===== src/rtl/eth_pkg.sv =====
// Shared Ethernet framing constants for the RMII receive path.
// CRC-32 parameters, status bit map and receive FSM state codes.
package eth_pkg;

  localparam logic [1:0] ETH_PREAMBLE_DIBIT = 2'b01;
  localparam logic [1:0] ETH_SFD_DIBIT      = 2'b11;

  localparam logic [31:0] CRC32_POLY_REFL = 32'hEDB88320;
  localparam logic [31:0] CRC32_INIT      = 32'hFFFFFFFF;
  localparam logic [31:0] CRC32_RESIDUE   = 32'hDEBB20E3;

  localparam int ETH_MIN_FRAME = 64;

  localparam int STAT_FCS_BAD = 0;
  localparam int STAT_ALIGN   = 1;
  localparam int STAT_RUNT    = 2;
  localparam int STAT_GIANT   = 3;

  localparam logic [1:0] ST_IDLE     = 2'd0;
  localparam logic [1:0] ST_PREAMBLE = 2'd1;
  localparam logic [1:0] ST_DATA     = 2'd2;
  localparam logic [1:0] ST_DROP     = 2'd3;

endpackage


===== src/rtl/crc32_d8.sv =====
// Byte-wide reflected CRC-32 register (LSB of each byte first).
// init has priority over en; residue is read straight from crc.
module crc32_d8
  import eth_pkg::*;
(
  input  logic        clk_50MHz,
  input  logic        rst_n,
  input  logic        init,
  input  logic        en,
  input  logic [7:0]  data,
  output logic [31:0] crc
);

  logic [31:0] nxt;

  // fold one byte through the reflected polynomial, bit 0 first
  always_comb begin
    nxt = crc;
    for (int i = 0; i < 8; i++) begin
      nxt = (nxt >> 1)
          ^ (CRC32_POLY_REFL & {32{nxt[0] ^ data[i]}});
    end
  end

  // CRC state: reload on init, advance on each accepted byte
  always_ff @(posedge clk_50MHz or negedge rst_n) begin
    if (!rst_n) begin
      crc <= CRC32_INIT;
    end else if (init) begin
      crc <= CRC32_INIT;
    end else if (en) begin
      crc <= nxt;
    end
  end

endmodule


===== src/rtl/rmii_rx.sv =====
// RMII receive front end: preamble/SFD strip, byte assembly,
// FCS/runt/giant/alignment checks with end-of-frame status.
module rmii_rx
  import eth_pkg::*;
#(
  parameter int MIN_PREAMBLE_DIBITS = 8,
  parameter int MAX_FRAME_BYTES     = 1522,
  parameter bit CHECK_FCS           = 1'b1
) (
  input  logic        clk_50MHz,
  input  logic        rst_n,
  input  logic        CRS,
  input  logic        RX0,
  input  logic        RX1,
  output logic [7:0]  rx_data,
  output logic        rx_valid,
  output logic        rx_sof,
  output logic        rx_eof,
  output logic [3:0]  rx_status,
  output logic [10:0] rx_len
);

  logic        crs_q;
  logic [1:0]  dib_q;
  logic        cv;
  logic        ce;
  logic [1:0]  cd;

  logic [1:0]  state;
  logic [4:0]  pcount;
  logic [1:0]  didx;
  logic [5:0]  sh;
  logic [15:0] byte_cnt;
  logic        giant;

  logic        in_data;
  logic        pre_ok;
  logic        room;
  logic        byte_go;
  logic        crc_en;
  logic        sfd_hit;
  logic        crc_init;
  logic        eof_go;
  logic [7:0]  byte_full;
  logic [31:0] crc;
  logic [3:0]  stat;
  logic [10:0] len_sat;

  // sample CRS_DV/RXD, then resolve commit vs carrier end
  // using the following CRS sample (CRS_DV toggles mid-byte)
  always_ff @(posedge clk_50MHz or negedge rst_n) begin
    if (!rst_n) begin
      crs_q <= 1'b0;
      dib_q <= 2'b00;
      cv    <= 1'b0;
      ce    <= 1'b0;
      cd    <= 2'b00;
    end else begin
      crs_q <= CRS;
      dib_q <= {RX1, RX0};
      cv    <= crs_q | CRS;
      ce    <= ~crs_q & ~CRS;
      cd    <= dib_q;
    end
  end

  assign in_data   = (state == ST_DATA);
  assign pre_ok    = int'(pcount) >= MIN_PREAMBLE_DIBITS;
  assign room      = int'(byte_cnt) < MAX_FRAME_BYTES;
  assign byte_go   = in_data && cv && (didx == 2'd3);
  assign crc_en    = byte_go && room;
  assign eof_go    = in_data && ce;
  assign sfd_hit   = cv && !in_data && (state != ST_DROP)
                  && (cd == ETH_SFD_DIBIT) && pre_ok;
  assign crc_init  = sfd_hit || eof_go;
  assign byte_full = {cd, sh};
  assign len_sat   = (byte_cnt > 16'd2047) ? 11'h7FF
                                           : byte_cnt[10:0];

  // end-of-frame status word
  always_comb begin
    stat               = 4'b0000;
    stat[STAT_FCS_BAD] = CHECK_FCS && (crc != CRC32_RESIDUE);
    stat[STAT_ALIGN]   = (didx != 2'd0);
    stat[STAT_RUNT]    = int'(byte_cnt) < ETH_MIN_FRAME;
    stat[STAT_GIANT]   = giant;
  end

  crc32_d8 u_crc (
    .clk_50MHz (clk_50MHz),
    .rst_n     (rst_n),
    .init      (crc_init),
    .en        (crc_en),
    .data      (byte_full),
    .crc       (crc)
  );

  // frame FSM: preamble qualification, dibit packing, counters
  always_ff @(posedge clk_50MHz or negedge rst_n) begin
    if (!rst_n) begin
      state    <= ST_DROP;
      pcount   <= 5'd0;
      didx     <= 2'd0;
      sh       <= 6'd0;
      byte_cnt <= 16'd0;
      giant    <= 1'b0;
    end else begin
      unique case (state)
        ST_IDLE, ST_PREAMBLE: begin
          if (ce) begin
            state  <= ST_IDLE;
            pcount <= 5'd0;
          end else if (cv) begin
            case (cd)
              ETH_PREAMBLE_DIBIT: begin
                state <= ST_PREAMBLE;
                if (pcount != 5'd31) pcount <= pcount + 5'd1;
              end
              ETH_SFD_DIBIT: begin
                state    <= pre_ok ? ST_DATA : ST_DROP;
                didx     <= 2'd0;
                sh       <= 6'd0;
                byte_cnt <= 16'd0;
                giant    <= 1'b0;
              end
              2'b00: begin
                state <= (pcount == 5'd0) ? ST_PREAMBLE : ST_DROP;
              end
              default: state <= ST_DROP;
            endcase
          end
        end
        ST_DATA: begin
          if (ce) begin
            state  <= ST_IDLE;
            pcount <= 5'd0;
            didx   <= 2'd0;
          end else if (cv) begin
            sh   <= {cd, sh[5:2]};
            didx <= didx + 2'd1;
            if (byte_go) begin
              if (room) byte_cnt <= byte_cnt + 16'd1;
              else      giant    <= 1'b1;
            end
          end
        end
        ST_DROP: begin
          if (ce) begin
            state  <= ST_IDLE;
            pcount <= 5'd0;
          end
        end
        default: state <= ST_DROP;
      endcase
    end
  end

  // registered byte stream and end-of-frame report
  always_ff @(posedge clk_50MHz or negedge rst_n) begin
    if (!rst_n) begin
      rx_data   <= 8'd0;
      rx_valid  <= 1'b0;
      rx_sof    <= 1'b0;
      rx_eof    <= 1'b0;
      rx_status <= 4'd0;
      rx_len    <= 11'd0;
    end else begin
      rx_valid <= crc_en;
      rx_sof   <= crc_en && (byte_cnt == 16'd0);
      rx_eof   <= eof_go;
      if (crc_en) rx_data <= byte_full;
      if (eof_go) begin
        rx_status <= stat;
        rx_len    <= len_sat;
      end
    end
  end

endmodule

===== config.mk =====
export PLATFORM = sky130hd
export DESIGN_NAME = rmii_rx
export DESIGN_NICKNAME = d
export VERILOG_FILES = /design/src/rtl/eth_pkg.sv /design/src/rtl/crc32_d8.sv /design/src/rtl/rmii_rx.sv
export SDC_FILE = /design/constraint.sdc
export NUM_CORES = 1
export LEC_CHECK = 0
export CAP_MARGIN = 20
export CORE_ASPECT_RATIO = 0.75
export CORE_MARGIN = 2
export CORE_UTILIZATION = 38
export DETAILED_ROUTE_END_ITERATION = 12
export GPL_TIMING_DRIVEN = 1
export HOLD_SLACK_MARGIN = 0.15
export PLACE_DENSITY = 0.65
export SKIP_CTS_REPAIR_TIMING = 1
export SLEW_MARGIN = 30
export SYNTH_ARGS = -nofsm -noshare
export SYNTH_HDL_FRONTEND = slang
export SYNTH_HIERARCHICAL = 1
export SYNTH_SLANG_ARGS = --single-unit

===== constraint.sdc =====
create_clock -name clk_50MHz -period 4.8 [get_ports clk_50MHz]
set_clock_uncertainty 0.15 [all_clocks]
set_input_delay 0.72 -clock clk_50MHz [delete_from_list [all_inputs] [get_ports clk_50MHz]]
set_output_delay 0.72 -clock clk_50MHz [all_outputs]
set_load 0.03 [all_outputs]

# Word level (Yosys, flattened, before mapping)
# Index checks and enable logic that the tools add are counted.
# W data, S select, Z words.
# totals
regBits	97
# classes
n_mux	44
order_cmp	4
n_eq_ne	22
bitwise_logic	20
n_reduce_logical	26
n_addsub	3
# ops
operator	n
$xor A31 B32 Y32	8
$mux W16	7
$mux W32	2
$ne A32 B32 Y1 const B	1
$pmux W16 S2	1
$mux W6	5
$mux W5	5
$mux W2	9
$add A16 B1 Y16 const B	1
$gt A16 B11 Y1 const B	1
$logic_not A16 Y1	1
$lt A16 B11 Y1 const B	1
$lt A16 B7 Y1 const B	1
$reduce_and A8 Y1	2
$ne A2 B2 Y1 const B	7
$pmux W6 S2	1
$mux W11	1
$pmux W5 S2	1
$logic_and A1 B1 Y1	9
$ne A3 B3 Y1 const B	3
$eq A2 B2 Y1 const B	4
$mux W1	8
$pmux W2 S2	2
$xor A1 B1 Y1	8
other kinds (22)	30

# Depth between registers and ports, before layout
# depth
ltp_word	18
depth_mapped	8

# Cells and area by module
# Netlist, hierarchy kept.
# modules_own_cells
module	seq_area_each_um2	cells_per_inst	n_inst	area_each_um2
rmii_rx	1629.1	274	1	3005.4
crc32_d8	840.8	194	1	2198.4

# Least setup slack after synthesis
# Ideal clock, no wire load.
# synth_path
kind	reg-to-reg
from	register state[1]
to	register u_crc.crc[0]
setup_slack_ns	2.471
period_less_slack_ns	2.329
setup_ns	0.084
stages_incl_launch_ff	8
arrival_time_ns	2.095
n_path_buf	2
t_required_ns	4.566
cell_sequence	dfstp_2 > nor2b_1 > and2_1 > and4_1 > clkbuf_1 > clkbuf_1 > a21oi_1 > or2_2
# synth_via
elab_cells_between_ends	14
classes_between	2 x eq/ne; 1 x mux; 11 x reduce/logical
# synth_lines
element	line_no	text
from (decl)	rmii_rx.sv:29	logic [1:0] state;
from (signal assigned)	rmii_rx.sv:120	state <= pre_ok ? ST_DATA : ST_DROP;
from (signal assigned)	rmii_rx.sv:127	state <= (pcount == 5'd0) ? ST_PREAMBLE : ST_DROP;
$eq A2 B2 Y1	rmii_rx.sv:67	assign in_data = (state == ST_DATA);
$logic_and A1 B1 Y1 (2 in a row)	rmii_rx.sv:70	assign byte_go = in_data && cv && (didx == 2'd3);
$logic_and A1 B1 Y1	rmii_rx.sv:71	assign crc_en = byte_go && room;
net crc_en	rmii_rx.sv:40	logic crc_en;
$reduce_bool A2 Y1 (no source line)	--	
to (signal assigned)	crc32_d8.sv:32	crc <= nxt;
to (decl)	crc32_d8.sv:11	output logic [31:0] crc
# The timed path passes the listed nets, and every way through them passes these cells.
# A chain may end at the register's enable or synchronous reset.

# Worst setup path after layout
# layout_path
from	register state[1]
to	register u_crc.crc[27]
# The elaborated chain is that of the path after synthesis.

==> out/metrics.yaml <==
first_global_vias: 3342
cap_viol_max_count: 0
crit_required_ns: 4.89
drt_first_pass_iters: 4
synth_top_family_by_area: "simple AND/OR/NAND/NOR gates"
timing.critical_path.fanout_max: 50
syn_nets: 480
critical_path.max_stage_delay_ns: 0.57
post_synth_mux_area_share: 0.0387
1st_iter_drt_viols: 218
shortest_period_the_worst_path_allows_ns: 2.72
post-synth-top-area-cell: "dfrtp_1"
synth_simple_gate_area_share: 0.201
drc: 0
globalplace.congestion: 0.844
maximum_number_of_pins_on_one_net_before_global_route_repair: 69
synth-main-ff-cell: "dfrtp_1"
layoutNonFillerInstCount: 667
total_leakage_power_nw: 2.44
syn2layout_area_growth_pct: 14.2
clk_transition_reported_paths_ns: 0.06
setup.worst_path.end_class: "flop"
timing.critical_path.slowest_stage_cell: "dfstp_2"
placed_cells: 651
proportion_of_power_drawn_by_the_clock_network: 0.168
grt_overflow_total: 0
drt-vias-per-instance: 5.13
internal_power_mw: 2.61
worst-r2r-cell-count: 7
synth.cell_area_mm2: 0.00520
numClockSinks: 97
finalHoldViolCount: 0
groute.usage.overall: 0.152
postRouteWirelength_um: 10800
cts.htree.levels: 3
critical_path.startpoint_type: "flop"
post_route_cells_drive_above_1_share: 0.206
layout_worst_path_cycle_share: 0.568
min-delay-path-class: "flop to flop"
worst_hold_startpoint: "dib_q[0]$_DFF_PN0_"
synth_cell_types: 55
grt_antenna_before_repair: 0
power.sequential.fraction: 0.310
synthCells: 468
r2r_slack_ns: 2.08
power.share.switching: 0.386
post-synth-top-area-fraction: 0.303
cts_max_path_buffers: 2
power_switching_mw: 1.64
core-area_mm2: 0.0132
design.final.nets: 503
timing_worst_slew_pin_value_ns: 0.859
maximum_vdd_drop_mv: 0.302
synth-edff-count: 0
root_buffer: "clkbuf_16"
rows: 36
dp.final_hpwl_um: 7530
boundaryPins: 31
multi_input_comb_area_mm2: 0.00261
final.setup.tns_ns: 0
tritoncts: "built"
regToRegStartpoint: "state[1]$_DFFE_PN1P_"
tritoncts.num_buffers: 9
n_antenna_cell: 0
status: "complete, no violations"
postSynthAreaPerCell_um2: 11.1
start_util: 0.394
io_buffers: 30
synth.area.top_cells: "dfrtp_1 30%, dfstp_2 17%, xnor2_1 6.1%"
path_cells: "nor2b_1 -> and2_1 -> and4_1 -> buf_4 -> inv_1 -> nor2_1 -> a21oi_1"
synth_async_sr_flop_share: 1.00
die_area_mm2: 0.0147
end_point_of_the_most_critical_hold_path: "cd[0]$_DFF_PN0_"
yosysWarnings: 6
ff_latch_area_mm2: 0.00247
worstHoldPathCells: 0
timing.final.setup_violations: 0
synth-compound-area-share: 0.0729
nFillCells: 1219
final_max_slew_viol_count: 0
achievable-frequency_mhz: 367
grt_first_pass_wirelength_um: 18000
critPathArrivalTime_ns: 2.82
detail-route-antenna-nets: 0
yosysSeqAreaShare: 0.475
synth_fa_ha_area_frac: 0.0168
power_per_cell_area_mw_per_mm2: 715
yosys_register_bits: 97
destination_of_the_worst_register_to_register_timing_path: "u_crc/crc[27]$_DFFE_PN1P_"
dieWidth_um: 139
p_comb_frac: 0.522
worst_skew_pair.late_latency_ns: 0.33
synth_xor_area_frac: 0.171
detailroute.via_count: 3424
relSlewSlack: 0.428
die_h_um: 105
worstSetupPathType: "flop to flop"
route.detailed.wl_per_inst_um: 16.2
grt_setup_unrepaired: "false"
==> power by group through the flow <==
stage                     Clock, mW  Sequential, mW  Combinational (mW)
after floorplan                   0            1.39                1.65
after global placement            0            1.32                2.18
after detailed placement          0            1.33                2.21
after CTS                     0.738            1.32                2.22
after global routing          0.770            1.35                2.39
final                         0.714            1.32                2.22
==> placed cells by master, fill, tap and decap left out, drive strengths merged, types with 4 or more instances in the layout <==
cell and count:
a211o 7, a21oi 28, a22o 6, and2 11
and4 4, clkbuf 11, clkdlybuf4s50 29, dfrtp 63
dfstp 34, ha 7, inv 10, mux2 9
mux2i 10, nand2 27, nand2b 7, nand3 8
nand4 5, nand4b 4, nor2 49, nor2b 10
nor3 17, nor4 9, nor4b 4, o21ai 8
or2 15, xnor2 54, xor2 17
==> kinds of logic (layout without fill, tap and decap cells) <==
kind of cell               Yosys count  in the layout
and+or+nand+nor                    183            183
DFF                                 97             97
xor gates and xnor gates            72             72
AOI/OAI and AO/OA                   60             60
buffers and inverters               30             58
muxes                               19             19
adders and majority gates            7              7
==> sequential cells by signal, indices dropped and copies added (netlist names) <==
name and count:
byte_cnt 16, cd 2, ce 1, crs_q 1
cv 1, dib_q 2, didx 2, giant 1
pcount 5, rx_data 8, rx_eof 1, rx_len 11
rx_sof 1, rx_status 4, rx_valid 1, sh 6
state 2, u_crc/crc 32
==> metrics by stage <==
stage          setup slack (ns)  power (mW)  cell area (µm²)  hold slack [ns]  utilization
6_report                   2.08        4.25             5940            0.201        0.450
5_1_grt                    1.87        4.51             5940            0.208        0.450
4_1_cts                    1.81        4.28             5940            0.201        0.450
3_5_place_dp               1.79        3.54             5640            0.186        0.428
3_3_place_gp               1.98        3.51             5640            0.182        0.428
2_1_floorplan              2.47        3.04             5200            0.181            -
==> worst max-delay path by stage <==
stage / from / end / depth (start not counted)
floorplan: state[1]$_DFFE_PN1P_ / u_crc/crc[0]$_DFFE_PN1P_ / 7
global placement: state[1]$_DFFE_PN1P_ / u_crc/crc[29]$_DFFE_PN1P_ / 5
detailed placement: state[1]$_DFFE_PN1P_ / u_crc/crc[27]$_DFFE_PN1P_ / 5
CTS: state[1]$_DFFE_PN1P_ / u_crc/crc[27]$_DFFE_PN1P_ / 5
global route: byte_cnt[3]$_DFFE_PN0P_ / u_crc/crc[25]$_DFFE_PN1P_ / 7
finish: state[1]$_DFFE_PN1P_ / u_crc/crc[27]$_DFFE_PN1P_ / 7
==> layout make-up <==
type / instances / share of cell area
multi-input combinational: 341 / 0.439
timing repair buffer: 32 / 0.0526
sequential: 97 / 0.416
clock buffer: 11 / 0.0408
tap: 171 / 0.0360
clock inverter: 5 / 0.00926
inverter: 10 / 0.00632
==> synth_stat cells, types with 2 or more instances <==
library cell and instances:
or4_1 2, nand2_1 27, nor4_2 6, buf_2 4
or2_2 12, nor4b_1 3, o21ai_1 3, mux2_2 9
ha_1 7, nand3_1 7, a22o_1 6, a21oi_1 28
o21ai_0 5, clkbuf_1 14, nand4_1 4, nand4b_1 4
or3_1 2, a211o_1 7, and2_1 11, inv_1 10
dfstp_2 34, and3_1 3, nor3_1 16, mux2i_1 10
xnor2_4 10, and4_1 3, dfrtp_1 63, xnor2_2 8
or2_1 3, nor2_1 49, o21a_1 2, xnor2_1 36
nand2b_1 7, nor4_1 3, xor2_1 17, nor4bb_1 3
o31ai_1 3, nor2b_1 10
==> metal layers <==
| metal | GRT usage | share of wire | vias up |
|---|---|---|---|
| met2 | 0.209 | 0.42 | 77 |
| met3 | 0.0282 | 0.041 | 2 |
| met5 | 0 | 0 | - |
| met1 | 0.243 | 0.53 | 1690 |
| met4 | 0.0368 | 0.0028 | 0 |
| li1 | - | - | 1655 |
==> worst max-delay path: cells and delay by family (launching register included) <==
kind	cells	cell delay, ns
buf+inv	2	0.73
compound gates	1	0.13
flops	1	0.57
simple gates	4	1.04
Power figures use the tool's default switching activity.
